## src/rtl/mcbsp_rx_param_pkg.sv

```systemverilog
// rtl/mcbsp_rx_param_pkg.sv - shared types and constants for the McBSP receiver
// Purpose: state encoding (one-hot), edge-select constants and a clog2 helper
//          used by mcbsp_rx_param and mcbsp_sync_edge.
// Ports:   none (package).
package mcbsp_rx_param_pkg;

  typedef enum logic [3:0] {
    ST_IDLE      = 4'b0001,
    ST_WAIT_FS   = 4'b0010,
    ST_SHIFT     = 4'b0100,
    ST_BLOCK_END = 4'b1000
  } state_e;

  // CAPTURE_EDGE parameter values
  localparam int CAP_RISING  = 0;
  localparam int CAP_FALLING = 1;
  // FS_EDGE parameter values
  localparam int FS_FALLING  = 0;
  localparam int FS_RISING   = 1;
  // mcbsp_sync_edge EDGE_SEL values
  localparam int EDGE_RISE   = 0;
  localparam int EDGE_FALL   = 1;

  function automatic int clog2(input int v);
    int r;
    int x;
    r = 0;
    x = v - 1;
    while (x > 0) begin
      r = r + 1;
      x = x >> 1;
    end
    return r;
  endfunction

endpackage

```

## src/rtl/mcbsp_sync_edge.sv

```systemverilog
// rtl/mcbsp_sync_edge.sv - synchroniser chain with edge detector
// Purpose: brings an asynchronous pin into i_clk through DEPTH flops and flags
//          the selected edge using the last two flops of the chain.
// Ports:   i_clk, i_rst (sync, active low), i_d (async pin),
//          o_level (synchronised level), o_edge (one-cycle edge pulse).
module mcbsp_sync_edge
  import mcbsp_rx_param_pkg::*;
#(
  parameter int DEPTH    = 3,
  parameter int EDGE_SEL = EDGE_RISE
) (
  input  logic i_clk,
  input  logic i_rst,
  input  logic i_d,
  output logic o_level,
  output logic o_edge
);

  // r_sync[0] is the first (metastable) stage, r_sync[DEPTH-1] the oldest
  logic [DEPTH-1:0] r_sync;

  always_ff @(posedge i_clk) begin
    if (!i_rst) begin
      r_sync <= '0;
    end else begin
      r_sync <= {r_sync[DEPTH-2:0], i_d};
    end
  end

  assign o_level = r_sync[DEPTH-1];
  assign o_edge  = (EDGE_SEL == EDGE_FALL) ? (r_sync[DEPTH-1] & ~r_sync[DEPTH-2])
                                           : (~r_sync[DEPTH-1] & r_sync[DEPTH-2]);

endmodule

```

## src/rtl/mcbsp_rx_param.sv

```systemverilog
// rtl/mcbsp_rx_param.sv - parametrised McBSP slave serial receiver
// Purpose: samples clkx/fsx/dr in the system clock domain, deserialises
//          DATA_W-bit words (SLOTS per frame sync), counts BLOCK_WORDS per block
//          and hands words out over a valid/ready holding register.
// Ports:   i_clk, i_rst (sync, active low); i_dr, i_fsx, i_clkx (McBSP pins);
//          i_transform_en (receive enable); i_err_clr (clears sticky flags);
//          o_rx_valid/i_rx_ready/o_rx_data/o_rx_slot/o_rx_last (word handshake);
//          o_word_cnt, o_block_done, o_idle (block status);
//          o_overrun, o_sync_err (sticky error flags).
module mcbsp_rx_param
  import mcbsp_rx_param_pkg::*;
#(
  parameter int DATA_W       = 32,
  parameter int SLOTS        = 1,
  parameter int BLOCK_WORDS  = 721,
  parameter int SYNC_STAGES  = 3,
  parameter int CLK_DLY      = 3,
  parameter int CAPTURE_EDGE = CAP_RISING,
  parameter int FS_EDGE      = FS_FALLING,
  parameter int MSB_FIRST    = 1
) (
  input  logic                                      i_clk,
  input  logic                                      i_rst,
  input  logic                                      i_dr,
  input  logic                                      i_fsx,
  input  logic                                      i_clkx,
  input  logic                                      i_transform_en,
  input  logic                                      i_err_clr,
  output logic                                      o_rx_valid,
  input  logic                                      i_rx_ready,
  output logic [DATA_W-1:0]                         o_rx_data,
  output logic [((SLOTS > 1) ? clog2(SLOTS) : 1)-1:0] o_rx_slot,
  output logic                                      o_rx_last,
  output logic [clog2(BLOCK_WORDS+1)-1:0]           o_word_cnt,
  output logic                                      o_block_done,
  output logic                                      o_idle,
  output logic                                      o_overrun,
  output logic                                      o_sync_err
);

  localparam int BIT_W  = clog2(DATA_W);
  localparam int SLOT_W = (SLOTS > 1) ? clog2(SLOTS) : 1;
  localparam int WCNT_W = clog2(BLOCK_WORDS + 1);

  state_e              r_state, w_state_nxt;
  logic                w_dr, w_dr_edge_unused;
  logic                w_clkx_level_unused, w_cap_edge;
  logic                w_fsx_level_unused, w_fs_edge;
  logic [DATA_W-1:0]   r_shift, w_shift_nxt;
  logic [BIT_W-1:0]    r_bit_cnt;
  logic [SLOT_W-1:0]   r_slot_cnt;
  logic [WCNT_W-1:0]   r_word_cnt;
  logic                r_rx_valid, r_rx_last, r_overrun, r_sync_err;
  logic [DATA_W-1:0]   r_rx_data;
  logic [SLOT_W-1:0]   r_rx_slot;
  logic                w_in_shift, w_bit_last, w_slot_last, w_last_word;
  logic                w_resync, w_word_done, w_hold_free;

  mcbsp_sync_edge #(.DEPTH(SYNC_STAGES), .EDGE_SEL(EDGE_RISE)) u_sync_dr (
    .i_clk(i_clk), .i_rst(i_rst), .i_d(i_dr),
    .o_level(w_dr), .o_edge(w_dr_edge_unused)
  );

  // clkx gets extra taps so dr has settled by the time its capture edge is seen
  mcbsp_sync_edge #(
    .DEPTH(SYNC_STAGES + CLK_DLY),
    .EDGE_SEL((CAPTURE_EDGE == CAP_FALLING) ? EDGE_FALL : EDGE_RISE)
  ) u_sync_clkx (
    .i_clk(i_clk), .i_rst(i_rst), .i_d(i_clkx),
    .o_level(w_clkx_level_unused), .o_edge(w_cap_edge)
  );

  mcbsp_sync_edge #(
    .DEPTH(SYNC_STAGES),
    .EDGE_SEL((FS_EDGE == FS_RISING) ? EDGE_RISE : EDGE_FALL)
  ) u_sync_fsx (
    .i_clk(i_clk), .i_rst(i_rst), .i_d(i_fsx),
    .o_level(w_fsx_level_unused), .o_edge(w_fs_edge)
  );

  assign w_shift_nxt = (MSB_FIRST != 0) ? {r_shift[DATA_W-2:0], w_dr}
                                        : {w_dr, r_shift[DATA_W-1:1]};

  assign w_in_shift  = (r_state == ST_SHIFT) & i_transform_en;
  assign w_bit_last  = (r_bit_cnt == BIT_W'(DATA_W - 1));
  assign w_slot_last = (r_slot_cnt == SLOT_W'(SLOTS - 1));
  assign w_last_word = (r_word_cnt == WCNT_W'(BLOCK_WORDS - 1));
  // A frame sync in the middle of a word or frame wins over a coincident capture edge
  assign w_resync    = w_in_shift & w_fs_edge & ((r_bit_cnt != '0) | (r_slot_cnt != '0));
  assign w_word_done = w_in_shift & ~w_resync & w_cap_edge & w_bit_last;
  assign w_hold_free = ~r_rx_valid | i_rx_ready;

  always_ff @(posedge i_clk) begin
    if (!i_rst) begin
      r_state <= ST_IDLE;
    end else begin
      r_state <= w_state_nxt;
    end
  end

  always_comb begin
    w_state_nxt  = r_state;
    o_idle       = 1'b0;
    o_block_done = 1'b0;
    case (r_state)
      ST_IDLE: begin
        o_idle = 1'b1;
        if (i_transform_en) w_state_nxt = ST_WAIT_FS;
      end
      ST_WAIT_FS: begin
        if (!i_transform_en) w_state_nxt = ST_IDLE;
        else if (w_fs_edge)  w_state_nxt = ST_SHIFT;
      end
      ST_SHIFT: begin
        if (!i_transform_en) begin
          w_state_nxt = ST_IDLE;
        end else if (w_word_done) begin
          if (w_last_word)      w_state_nxt = ST_BLOCK_END;
          else if (w_slot_last) w_state_nxt = ST_WAIT_FS;
        end
      end
      ST_BLOCK_END: begin
        o_block_done = 1'b1;
        w_state_nxt  = i_transform_en ? ST_WAIT_FS : ST_IDLE;
      end
      default: w_state_nxt = ST_IDLE;
    endcase
  end

  // Deserialiser and counters
  always_ff @(posedge i_clk) begin
    if (!i_rst) begin
      r_shift    <= '0;
      r_bit_cnt  <= '0;
      r_slot_cnt <= '0;
      r_word_cnt <= '0;
    end else if (!i_transform_en && (r_state != ST_BLOCK_END)) begin
      r_shift    <= '0;
      r_bit_cnt  <= '0;
      r_slot_cnt <= '0;
      r_word_cnt <= '0;
    end else begin
      case (r_state)
        ST_WAIT_FS: begin
          if (w_fs_edge) begin
            r_bit_cnt  <= '0;
            r_slot_cnt <= '0;
          end
        end
        ST_SHIFT: begin
          if (w_resync) begin
            r_shift    <= '0;
            r_bit_cnt  <= '0;
            r_slot_cnt <= '0;
          end else if (w_cap_edge) begin
            r_shift <= w_shift_nxt;
            if (w_bit_last) begin
              r_bit_cnt  <= '0;
              r_word_cnt <= r_word_cnt + WCNT_W'(1);
              r_slot_cnt <= w_slot_last ? '0 : r_slot_cnt + SLOT_W'(1);
            end else begin
              r_bit_cnt <= r_bit_cnt + BIT_W'(1);
            end
          end
        end
        ST_BLOCK_END: r_word_cnt <= '0;
        default: ;
      endcase
    end
  end

  // Holding register and sticky flags; both survive a transform_en drop
  always_ff @(posedge i_clk) begin
    if (!i_rst) begin
      r_rx_valid <= 1'b0;
      r_rx_data  <= '0;
      r_rx_slot  <= '0;
      r_rx_last  <= 1'b0;
      r_overrun  <= 1'b0;
      r_sync_err <= 1'b0;
    end else begin
      if (w_word_done && w_hold_free) begin
        r_rx_valid <= 1'b1;
        r_rx_data  <= w_shift_nxt;
        r_rx_slot  <= r_slot_cnt;
        r_rx_last  <= w_last_word;
      end else if (r_rx_valid && i_rx_ready) begin
        r_rx_valid <= 1'b0;
      end

      if (w_word_done && !w_hold_free) r_overrun <= 1'b1;
      else if (i_err_clr)              r_overrun <= 1'b0;

      if (w_resync)       r_sync_err <= 1'b1;
      else if (i_err_clr) r_sync_err <= 1'b0;
    end
  end

  assign o_rx_valid = r_rx_valid;
  assign o_rx_data  = r_rx_data;
  assign o_rx_slot  = r_rx_slot;
  assign o_rx_last  = r_rx_last;
  assign o_word_cnt = r_word_cnt;
  assign o_overrun  = r_overrun;
  assign o_sync_err = r_sync_err;

endmodule

```

## config.mk

```make
export PLATFORM = sky130hd
export DESIGN_NAME = mcbsp_rx_param
export DESIGN_NICKNAME = d
export VERILOG_FILES = /design/src/rtl/mcbsp_rx_param_pkg.sv /design/src/rtl/mcbsp_sync_edge.sv /design/src/rtl/mcbsp_rx_param.sv
export SDC_FILE = /design/constraint.sdc
export NUM_CORES = 1
export LEC_CHECK = 0
export ABC_AREA = 1
export CORE_UTILIZATION = 40
export DETAILED_ROUTE_END_ITERATION = 7
export GPL_TIMING_DRIVEN = 0
export PLACE_DENSITY = 0.66
export REMOVE_ABC_BUFFERS = 1
export SYNTH_ARGS = -nofsm -noshare
export SYNTH_HDL_FRONTEND = slang
export SYNTH_SLANG_ARGS = --single-unit
```

## constraint.sdc

```tcl
create_clock -name i_clk -period 1.7 [get_ports i_clk]
set_clock_uncertainty 0.2 [all_clocks]
set_input_delay 0.34 -clock i_clk [delete_from_list [all_inputs] [get_ports i_clk]]
set_output_delay 0.34 -clock i_clk [all_outputs]
set_load 0.02 [all_outputs]
```

-- After elaboration in Yosys (flattened, before gate mapping)
Cells that the tools add are included.
- add/subtract/negate cells: 3
- $mul: 0
- div/mod/pow operators: 0
- magnitude comparators: 0
- equality and inequality tests: 17
- shift-type cells: 0
- mux-type cells: 33
- bitwise operators: 15
- reduce and logical (&&, ||, !) cells: 19
- operator list (kind ; count):
    2-to-1 mux 31 bit ; 2
    2-to-1 mux 10 bit ; 3
    2-to-1 mux 4 bit ; 7
    2-to-1 mux 5 bit ; 4
    one-hot mux 10 bit (2 select lines) ; 1
    one-hot mux 4 bit (4 select lines) ; 1
    2-to-1 mux 1 bit ; 12
    inequality test 3 bit, second input constant ; 4
    AND reduction 4 bit ; 3
    nonzero test 2 bit ; 6
    adder 10 x 1 -> 10 bit, second input constant ; 1
    equality test 10 bit, second input constant ; 1
    inequality test 2 bit, second input constant ; 5
    one-hot mux 5 bit (2 select lines) ; 1
    bitwise AND 1 bit ; 8
    inequality test 4 bit, second input constant ; 2
    adder 5 x 1 -> 5 bit, second input constant ; 1
    equality test 5 bit, second input constant ; 1
    inverter 1 bit ; 5
    nonzero test 5 bit ; 1
    equality test 4 x 1 -> 1 bit, second input constant ; 1
    equality test 4 x 2 -> 1 bit, second input constant ; 1
    equality test 4 x 3 -> 1 bit, second input constant ; 1
    equality test 4 bit, second input constant ; 1
    other kinds (9) ; 14
- register bits after elaboration: 100
- bits in latches: 0
- memory bits (writable): 0
- memory bits (read-only): 0
- output and inout bits: 49
- word-level logic and storage cells: 101
- memories: 0

-- Depth between registers and ports, before layout
- depth after elaboration: 11
- mapped depth: 12

-- Hierarchy
A second synthesis with hierarchy kept.
- cells, all modules: 544
- area total of the unflattened synthesis: 3992.6 um^2
- by module, submodules not included (module ; instances ; cells each ; area an instance (um^2) ; sequential area each (um^2)):
    mcbsp_rx_param ; 1 ; 502 ; 3637.2 ; 1721.7
    mcbsp_sync_edge (u_sync_clkx) ; 1 ; 20 ; 172.7 ; 120.1
    mcbsp_sync_edge (u_sync_dr) ; 1 ; 11 ; 92.6 ; 60.1
    mcbsp_sync_edge (u_sync_fsx) ; 1 ; 11 ; 90.1 ; 60.1

-- Worst setup path before layout
No wires, ideal clock.
- path kind: register to register
- from: register r_bit_cnt[0]
- to: register r_word_cnt[1], in the netlist o_word_cnt[1]
- library setup time: 116 ps
- arrival: 1409 ps
- required time: 1384 ps
- path slack: -25 ps
- stages on the path, launching flop included: 12
- path buffers: 1
- cell sequence: dfxtp_1 -> ha_1 -> nand2_1 -> nor2_1 -> ha_1 -> nor2_1 -> inv_1 -> nand3_1 -> buf_2 -> nand2_1 -> o21ai_0 -> nor2_1
- word-level cells in the longest chain between the ends: 5
- RTL lines (element ; line ; RTL):
    start, declared ; mcbsp_rx_param.sv:50 ; logic [BIT_W-1:0] r_bit_cnt;
    start signal, assigned ; mcbsp_rx_param.sv:162 ; r_bit_cnt <= r_bit_cnt + BIT_W'(1);
    nonzero test 5 bit ; mcbsp_rx_param.sv:89 ; assign w_resync = w_in_shift & w_fs_edge & ((r_bit_cnt != '0) | (r_slot_cnt != '0));
    OR 1 bit ; mcbsp_rx_param.sv:89 ;
    bitwise AND 1 bit ; mcbsp_rx_param.sv:89 ;
    inequality test 2 bit (no line) ; -- ;
    AND reduction 4 bit (no line) (*) ; -- ;
    end signal, assigned ; mcbsp_rx_param.sv:159 ; r_word_cnt <= r_word_cnt + WCNT_W'(1);
    end, declared ; mcbsp_rx_param.sv:52 ; logic [WCNT_W-1:0] r_word_cnt;
Mark *: on every way between the ends. The rest lies on a longest branch, timed or not.
A chain may end at the register's enable or synchronous reset.

-- Worst setup path in the final report
- from: register r_bit_cnt[0]
- to: register r_rx_data[18], in the netlist o_rx_data[18]
- word-level cells in the longest chain between the ends: 8
- RTL lines (element ; line ; RTL):
    nonzero test 5 bit ; mcbsp_rx_param.sv:89 ;
    OR 1 bit ; mcbsp_rx_param.sv:89 ;
    bitwise AND 1 bit ; mcbsp_rx_param.sv:89 ;
    inverter 1 bit ; mcbsp_rx_param.sv:90 ; assign w_word_done = w_in_shift & ~w_resync & w_cap_edge & w_bit_last;
    bitwise AND 1 bit (2 in series) ; mcbsp_rx_param.sv:90 ;
    bitwise AND 1 bit (*) ; mcbsp_rx_param.sv:90 ;
    logical AND 1 bit (*) ; mcbsp_rx_param.sv:182 ; if (w_word_done && w_hold_free) begin
    end signal, assigned ; mcbsp_rx_param.sv:184 ; r_rx_data <= w_shift_nxt;
    end, declared ; mcbsp_rx_param.sv:54 ; logic [DATA_W-1:0] r_rx_data;
Marks and branches as above.

==> impl_metrics.env <==
export IMPL_power_per_cell_area_mw_per_mm2=685.3
export IMPL_fmax_mhz=495.3
export IMPL_chipHeight_um=103.7
export IMPL_synth_edf_count=0
export IMPL_fin_crit_ns=2.019
export IMPL_avgViaCountPerCell=4.751
export IMPL_yosys_top_cells_count="nand2_1 (200), dfxtp_1 (98), nor2_1 (98)"
export IMPL_fin_nets=716
export IMPL_cts_tree="done"
export IMPL_drc=0
export IMPL_cp_start_kind="register"
export IMPL_drtIter0Drc=155
export IMPL_root_buffer="clkbuf_8"
export IMPL_tightest_slew_ns=0.6936
export IMPL_crit_type="register to register"
export IMPL_arrival_ns=2.07
export IMPL_die_w_um=103.7
export IMPL_finalMaxSlewViolations=0
export IMPL_p_sw_share_pct=23.67
export IMPL_setup_viol=84
export IMPL_cp_max_fo=5
export IMPL_cts_clk_slew_worst_paths_ns=0.10
export IMPL_syn2layout_area_growth_pct=45.19
export IMPL_setup_slack_ns=-0.3188
export IMPL_hold_slack_ns=0.2136
export IMPL_dpl_cell_area_mm2=0.004747
export IMPL_seqPwrFrac_pct=56.4
export IMPL_place_hpwl_mm=5.524
export IMPL_place_gp_congestion=0.7772
export IMPL_violations="setup timing"
export IMPL_cell_internal_pwr_w=0.003143
export IMPL_vias=3991
export IMPL_grt_antenna_before_repair=0
export IMPL_yosys_warnings=0
export IMPL_core_area_mm2=0.009910
export IMPL_ff_latch_area_mm2=0.001983
export IMPL_ys_ff_latch=98
export IMPL_synth_top_area_share_pct=47.40
export IMPL_grt_pass1_vias=3700
export IMPL_numCtsBuffers=9
export IMPL_io_pins=57
export IMPL_synth_cell_types=29
export IMPL_num_antenna_cells=0
export IMPL_synth_main_ff_cell="dfxtp_1"
export IMPL_rows=36
export IMPL_cts_sinks=98
export IMPL_initial_utilization_pct=41.77
export IMPL_yosysMostFrequentCell="nand2_1"
export IMPL_grt_usage_pct=20.39
export IMPL_synth_area_leaders="dfxtp_1 (47%), nand2_1 (18%), nor2_1 (8.9%), inv_1 (7.4%), a21oi_1 (5.7%)"
export IMPL_syn_cell_area_mm2=0.004139
export IMPL_drive_gt1_share_pct=29.56
export IMPL_p_clk_share_pct=37.1
export IMPL_clk_insertion_delay_late_ns=0.36
export IMPL_firstDrtPassIters=4
export IMPL_p_comb_share_pct=6.6
export IMPL_status="finished with violations"
export IMPL_post_drt_wl_per_cell_um=13.80
export IMPL_num_fill_cells=890
export IMPL_cp_end_kind="register"
export IMPL_final_antenna_net_count=0
export IMPL_hold_class="register to register"
export IMPL_p_sw_w=0.0009750
export IMPL_htreeDepth=3
export IMPL_rsz0062_at_grt="yes"
export IMPL_place_port_buffers=55
export IMPL_finish_instance_area_mm2=0.006010
export IMPL_ys_async_sr_fraction_pct=0
export IMPL_die_area_mm2=0.01076
export IMPL_clock_path_buffers=2
export IMPL_postSynthCellCount=603
export IMPL_hold_viol=0
export IMPL_slew_limit_headroom_pct=53.59
export IMPL_overflow=0
export IMPL_wl_mm=11.59
export IMPL_peakVddDrop_v=0.0003980
export IMPL_grt_pass1_wl_mm=17.68
export IMPL_timing_final_crit_share_pct=118.8
export IMPL_seq_area_frac_synth_pct=47.40
export IMPL_worstPathRequired_ns=1.76
export IMPL_multiInputGateArea_mm2=0.002181
export IMPL_yosysTopAreaCell="dfxtp_1"
export IMPL_leakage_nw=2.599
export IMPL_drv_cap=0
export IMPL_grt_max_degree=51
export IMPL_syn_avg_cell_area_um2=6.864
-- cell families (layout without fill, tap and decap cells) --
logic type | count (synthesis) | count (layout) | synth area share (%)
simple gates | 334 | 338 | 32.65
buf+inv | 108 | 208 | 10.73
flops | 98 | 98 | 47.40
compound gates | 54 | 54 | 6.983
fa+ha+maj | 5 | 5 | 1.511
xor+xnor | 3 | 3 | 0.6349
other cells | 1 | 1 | 0.09060
-- layout make-up --
cell class                 instances  area share [%]
clock inverter                     4          0.8536
inverter                          84           5.601
timing repair buffer             107           18.88
multi-input combinational        401           36.29
timing repair inverter             2          0.2498
tap                              133           2.769
sequential                        98           33.00
clock buffer                      11           2.353
-- per-layer routing --
metal / up-vias / wire length (µm) / share of wire (%) / GRT usage [%]
li1: 2014 / - / - / -
met5: - / 0 / 0 / 0
met4: 0 / 319 / 2.8 / 8.571
met2: 87 / 5776 / 50 / 34.47
met3: 24 / 575 / 5.0 / 4.846
met1: 1866 / 4916 / 42 / 24.80
-- worst paths after layout --
kind                              from  slack (ns)  cells after the start                   end
hold reg to reg   u_sync_fsx.r_sync[0]        0.21                      2  u_sync_fsx.r_sync[1]
setup / recovery          r_bit_cnt[0]       -0.32                     14         o_rx_data[18]
hold / removal    u_sync_fsx.r_sync[0]        0.21                      2  u_sync_fsx.r_sync[1]
setup reg to reg          r_bit_cnt[0]       -0.32                     14         o_rx_data[18]
-- worst max-delay path: stages, from the launching register on --
cell,delay [ns]
dfxtp_4,0.37
inv_4,0.07
ha_4,0.13
inv_2,0.03
nor2_2,0.10
nand2_1,0.05
nand2_1,0.08
nand4_1,0.12
buf_6,0.15
nor2_4,0.14
buf_8,0.17
buf_12,0.12
nand2_1,0.05
nand2_1,0.05
nor2_1,0.05
-- metrics by stage --
step                setup TNS (ns)  power [W]  utilization, %  setup WS (ns)  cells
global placement           -175.23   0.002539           47.70         -2.226    767
finish                      -18.19   0.004118           60.64        -0.3188    840
detailed placement          -91.07   0.002540           47.90         -1.455    768
CTS                         -14.36   0.004091           55.21        -0.2962    818
floorplan                   -57.47   0.002474               -         -1.011    579
global route                -24.35   0.004269           60.64        -0.4155    840
-- what timing repair did --
action                                  4_1_cts  5_1_grt
buffers inserted                             27       20
endpoints found under the setup margin      128       94
pin swaps                                    18       60
cloned                                        9        3
hold buffers                                  0        0
gates resized for setup                     134      120
hold endpoints to repair                      0        0
-- power groups by stage --
stage,combinational (W),sequential [W],clock (W)
floorplan,0.000100,0.00237,0
global placement,0.000164,0.00238,0
detailed placement,0.000163,0.00238,0
CTS,0.000206,0.00232,0.00156
global route,0.000294,0.00232,0.00165
finish,0.000271,0.00232,0.00153
-- state kept, by name, summed over array words and instances, names as in the netlist --
signal	count
o_overrun	1
u_sync_clkx.r_sync	6
o_word_cnt	10
o_rx_valid	1
o_sync_err	1
r_shift	31
u_sync_dr.r_sync	3
o_rx_last	1
r_bit_cnt	5
r_state	4
o_rx_data	32
u_sync_fsx.r_sync	3
-- cells in the final DEF (no fill, tap or decap), types with 8 or more instances in the layout --
cell type / n
a21oi_1: 21
a21oi_2: 26
buf_4: 22
buf_6: 19
clkbuf_8: 10
dfxtp_1: 89
dlygate4sd2_1: 38
inv_1: 71
nand2_1: 147
nand2_2: 50
nand3_1: 12
nor2_1: 89
nor2_4: 8
Note: power is estimated with default switching activity, not from simulation.
